## config.mk

```make
export PLATFORM = sky130hd
export DESIGN_NAME = mmul_frame_sequencer
export DESIGN_NICKNAME = d
export VERILOG_FILES = /design/src/rtl/mmul_frame_sequencer.sv
export SDC_FILE = /design/constraint.sdc
export NUM_CORES = 1
export LEC_CHECK = 0
export CAP_MARGIN = 20
export CORE_ASPECT_RATIO = 1.2
export CORE_MARGIN = 10
export CORE_UTILIZATION = 39
export CTS_CLUSTER_DIAMETER = 120
export CTS_CLUSTER_SIZE = 10
export DETAILED_ROUTE_END_ITERATION = 16
export PLACE_DENSITY = 0.81
export SYNTH_ARGS = -nofsm -noshare
export SYNTH_HDL_FRONTEND = slang
export SYNTH_SLANG_ARGS = --single-unit
```

## constraint.sdc

```tcl
create_clock -name clk -period 2.5 [get_ports clk]
set_input_delay 0.75 -clock clk [delete_from_list [all_inputs] [get_ports clk]]
set_output_delay 0.75 -clock clk [all_outputs]
set_load 0.02 [all_outputs]
```

## src/rtl/mmul_frame_sequencer.sv

```systemverilog
// mmul_frame_sequencer
// Steers one AXI4-Stream frame (N weight rows, then activation rows ending in
// TLAST) into the systolic matrix-multiply top level. It then appends
// FLUSH_BEATS zero beats so the skew/grid/deskew pipeline drains.
// Optional build macro: MMUL_SEQ_WEIGHT_REUSE_EN. When it is defined, a frame
// may skip its weight phase if reuse_weights is high at frame start.
module mmul_frame_sequencer #(
   parameter int N           = 4,
   parameter int DATA_WIDTH  = 8,
   parameter int FLUSH_BEATS = 10,
   parameter int CNT_WIDTH   = 16
) (
   input  logic                    clk,
   input  logic                    reset,
   input  logic [N*DATA_WIDTH-1:0] s_axis_tdata,
   input  logic                    s_axis_tvalid,
   input  logic                    s_axis_tlast,
   output logic                    s_axis_tready,
   output logic [N*DATA_WIDTH-1:0] m_axis_tdata,
   output logic                    m_axis_tvalid,
   input  logic                    m_axis_tready,
   output logic                    load_weight,
   input  logic                    reuse_weights,
   output logic [CNT_WIDTH-1:0]    act_count,
   output logic                    frame_done,
   output logic                    err_short_frame
);

   localparam int WCNT_W = (N > 1) ? $clog2(N) : 1;
   localparam int FCNT_W = (FLUSH_BEATS > 1) ? $clog2(FLUSH_BEATS) : 1;

   typedef enum logic [1:0] {
      ST_WEIGHTS = 2'd0,
      ST_ACTS    = 2'd1,
      ST_FLUSH   = 2'd2
   } state_t;

   state_t                state_q, state_d, eff_state, next_frame_state;
   logic [WCNT_W-1:0]     wcnt_q, wcnt_d;
   logic [FCNT_W-1:0]     fcnt_q, fcnt_d;
   logic [CNT_WIDTH-1:0]  act_cnt_q, act_cnt_d;
   logic                  act_restart_q, act_restart_d;
   logic                  err_q, err_d;
   logic                  xfer;

`ifdef MMUL_SEQ_WEIGHT_REUSE_EN
   logic init_pend_q;

   // Marks the first cycle after reset, when reuse_weights decides the first frame's phase
   always_ff @(posedge clk or posedge reset) begin
      if (reset) init_pend_q <= 1'b1;
      else       init_pend_q <= 1'b0;
   end

   assign eff_state = (state_q == ST_WEIGHTS && init_pend_q && reuse_weights) ?
                      ST_ACTS : state_q;
   assign next_frame_state = reuse_weights ? ST_ACTS : ST_WEIGHTS;
`else
   logic reuse_unused;
   assign reuse_unused     = reuse_weights;
   assign eff_state        = state_q;
   assign next_frame_state = ST_WEIGHTS;
`endif

   // State and counter registers
   always_ff @(posedge clk or posedge reset) begin
      if (reset) begin
         state_q       <= ST_WEIGHTS;
         wcnt_q        <= '0;
         fcnt_q        <= '0;
         act_cnt_q     <= '0;
         act_restart_q <= 1'b0;
         err_q         <= 1'b0;
      end else begin
         state_q       <= state_d;
         wcnt_q        <= wcnt_d;
         fcnt_q        <= fcnt_d;
         act_cnt_q     <= act_cnt_d;
         act_restart_q <= act_restart_d;
         err_q         <= err_d;
      end
   end

   // Stream steering, phase transitions and counter updates
   always_comb begin
      state_d       = eff_state;
      wcnt_d        = wcnt_q;
      fcnt_d        = fcnt_q;
      act_cnt_d     = act_cnt_q;
      act_restart_d = act_restart_q;
      err_d         = err_q;
      m_axis_tdata  = s_axis_tdata;
      m_axis_tvalid = s_axis_tvalid;
      s_axis_tready = m_axis_tready;
      load_weight   = 1'b0;
      frame_done    = 1'b0;
      xfer          = 1'b0;

      case (eff_state)
         ST_WEIGHTS: begin
            load_weight = 1'b1;
            xfer        = s_axis_tvalid && m_axis_tready;
            if (xfer) begin
               if (s_axis_tlast) begin
                  // Frame ended inside the weight phase: flag it and restart weights
                  err_d  = 1'b1;
                  wcnt_d = '0;
               end else if (wcnt_q == WCNT_W'(N - 1)) begin
                  wcnt_d  = '0;
                  state_d = ST_ACTS;
               end else begin
                  wcnt_d = wcnt_q + 1'b1;
               end
            end
         end

         ST_ACTS: begin
            xfer = s_axis_tvalid && m_axis_tready;
            if (xfer) begin
               // The count holds the previous frame's total until this frame's first beat
               if (act_restart_q)
                  act_cnt_d = CNT_WIDTH'(1);
               else if (act_cnt_q != '1)
                  act_cnt_d = act_cnt_q + 1'b1;
               act_restart_d = 1'b0;
               if (s_axis_tlast) begin
                  state_d       = ST_FLUSH;
                  act_restart_d = 1'b1;
               end
            end
         end

         ST_FLUSH: begin
            s_axis_tready = 1'b0;
            m_axis_tdata  = '0;
            m_axis_tvalid = 1'b1;
            xfer          = m_axis_tready;
            if (xfer) begin
               if (fcnt_q == FCNT_W'(FLUSH_BEATS - 1)) begin
                  frame_done = 1'b1;
                  fcnt_d     = '0;
                  state_d    = next_frame_state;
               end else begin
                  fcnt_d = fcnt_q + 1'b1;
               end
            end
         end

         default: begin
            state_d = ST_WEIGHTS;
         end
      endcase
   end

   assign act_count       = act_cnt_q;
   assign err_short_frame = err_q;

endmodule

```

==> metrics.txt <==
Core ar.=approximately 4000 um2; final setup vio count=0; Nets=320; sequential cell area fraction in the yosys report=39.5%; worst hold path depth=1; Skew-Pair Late Insertion Delay=about 270 ps; Post-Syn Instances=about 180; Post-Route WL=between 5000 and 6000 um; IO Port Bufs=89; worst rel slew slack=44.9%; Detailed Routing Iterations Pass 1=4; dpl hpwl=4360 um; R2R depth=5; CTS sink cnt=26; H-tree levels=1; Final Skew=1.28 ps; Critical Path Sink Type=output pin; CP top delay family=buffers and inverters; YS warnings=0; Setup CP Type=input pin to output pin; crit share post-route=a little over nine tenths; initial antenna violation count=0; count leader, synth=and2_1; r2r endpoint=act_count[1]$_DFFE_PP0P_; hold buffers post-CTS=0; mapped cell area=1650 um2; Hold Startpoint=err_short_frame$_DFFE_PP0P_; Clock Pin Slew Worst Setup and Hold Paths=90 ps; Peak Freq=408 MHz; P&R area growth vs syn=64.4%; Synth Net Count=219; clock period minus worst slack=2450 ps; worst path required time=1750 ps; worst hold path endpoint=err_short_frame$_DFFE_PP0P_; Max Cap Viol=0; number of fill cells=362; CTS buffer count=3; Crit path largest cell delay=500 ps; Buf/Inv on CP=2; first-pass GRT wire length=8750 um; Setup TNS=0 ps; Final ANT Viol Nets=0; vias per cell=5.18; area share of the largest cell type after synthesis=between 30% and 40%; vias=about 1700; worst reg2reg setup slack=270 ps; Post-synth EDFFs=0; Cell variety after synth=44; vias in the first global route=1769; Synth top cells by count=and2_1, dfrtp_1, nand2_1, nor2_1, nor3_1; Most used DFF post-synth=dfrtp_1; row count=25; fraction of registers with async set/reset=100%; leakage=0.00116 uW; worst-margin pin slew=824 ps; final hold viol count=0; worst-path maximum fanout=2; synth top area cells=dfrtp_1, and2_1, o2bb2ai_1; CTS tree=built; drt first-iter violations=101; post-synthesis average cell area=a little over 9 um2; GRT Total Usage=14.8%; die area=just over 7000 um2; WP data arrival=between 1500 and 2000 ps; RSZ-0062 raised after global routing=no; Die W=79.3 um; die span in y=~91 um; GRT overflow=0; status=complete, no violations; global placer's final weighted congestion=0.864; cell taking the most area after synthesis=dfrtp_1; Min Hold Slack=between 400 and 500 ps; Hold Path Class=register to register; clk buf depth=2; CTS Root Cell=clkbuf_8; CP cell instances=clkdlybuf4s50_1 > nand2b_1 > dlygate4sd2_1; R2R Path Start=act_count[1]$_DFFE_PP0P_; I/O pin count=91; fin. max-slew vios=0; layout cells sized above 1=8.24%; final core occ=67.7%; Worst VDD drop=around 400 uV; Pwr per Cell Area=617 nW/um2; Starting Density=just over 40%; dpl cells=328; WL/cell=15.9 um; DRC=0; ANT cells=0; non-filler instance count after layout=333; Worst path slowest cell=clkdlybuf4s50_1; CP startpoint kind=input pin; register bit total from synthesis=26; largest net degree at the start of global routing=36
[layout by cell type, fill, tap and decap left out, types with 2 or more instances in the layout]
cell,instances
xnor2_1,2
and3_1,2
clkdlybuf4s50_1,53
a21o_1,4
clkbuf_8,4
o21ai_0,3
mux2i_1,4
nand4_1,3
and2_1,33
dfrtp_1,26
o21ai_1,3
nand3_1,5
nor3_1,8
nor3b_1,2
buf_4,14
or2_1,2
nor4_1,2
o2bb2ai_1,7
nand2_1,9
ha_1,2
nand2b_1,3
nor2b_1,5
dlygate4sd2_1,33
a21oi_1,6
nor2_1,9
nand4b_1,2
a31oi_1,2
mux2_1,3
a22o_1,2
inv_1,7
[registers in the layout, summed over array words and instances, names as in the netlist]
register / cells
act_count: 16
act_restart_q: 1
eff_state: 2
err_short_frame: 1
fcnt_q: 4
wcnt_q: 2
[worst max path at each step]
stage                              from             to  slack (ps)  cells past startpoint
final                     s_axis_tvalid  m_axis_tvalid          50                      3
after global routing      s_axis_tvalid  m_axis_tvalid         0.1                      3
after CTS                 m_axis_tready     frame_done           7                      5
after detailed placement  m_axis_tready  s_axis_tready        -250                      3
after global placement    m_axis_tready  s_axis_tready        -250                      3
after floorplan           m_axis_tready     frame_done         440                      3
[where the power goes]
group          total (uW)  internal (uW)  switching [uW]
combinational         851            397             453
clock                 278            141             137
sequential            542            486            56.2
[stage by stage]
step / setup slack, ps / power, uW / cell area, um2
6_report: 50.0 / 1670 / 2710
5_1_grt: 0.133 / 1790 / 2710
4_1_cts: 7.46 / 1690 / 2690
3_5_place_dp: -252 / 1510 / 2680
3_3_place_gp: -250 / 1500 / 2680
2_1_floorplan: 442 / 1030 / 1650
[logic make-up (layout without fill, tap and decap cells)]
group                      count (synthesis)  in the layout  share of synthesized area (%)
adders and majority gates                  2              2                           1.52
AOI/OAI and AO/OA                         36             36                           16.9
xor gates and xnor gates                   2              2                           1.06
buffers and inverters                     15            115                           4.02
and+or+nand+nor                           90             90                           31.8
DFF                                       26             26                           39.5
muxes                                      8              8                           5.16
[what timing repair did]
action                     4_1_cts  5_1_grt
setup endpoints to repair       34        2
resized for setup               34        3
pin swaps                        0        0
buffers inserted                 0        1
[worst reg2reg max path, delay by kind of cell, from the launching register on]
kind / cells / cell delay (ps)
AOI/OAI and AO/OA: 1 / 690
DFF: 1 / 440
and+or+nand+nor: 2 / 390
muxes: 1 / 380
adders and majority gates: 1 / 230
[metal layers]
layer	vias up	GRT usage, %	part of all wire (%)
li1	838	-	-
met1	774	14.7	34
met2	105	22.7	45
met3	8	11.8	20
met4	0	5.24	1.4
met5	-	0	0
[final cells by class]
cell class	count	area (um2)	area share, %
clock buffers	4	55.1	2.03
well taps	54	67.6	2.49
multi-input cells	138	931	34.4
inverters	7	26.3	0.970
flip-flops and latches	26	651	24.0
repair buffers	104	978	36.1
Power figures use the tool's default switching activity.
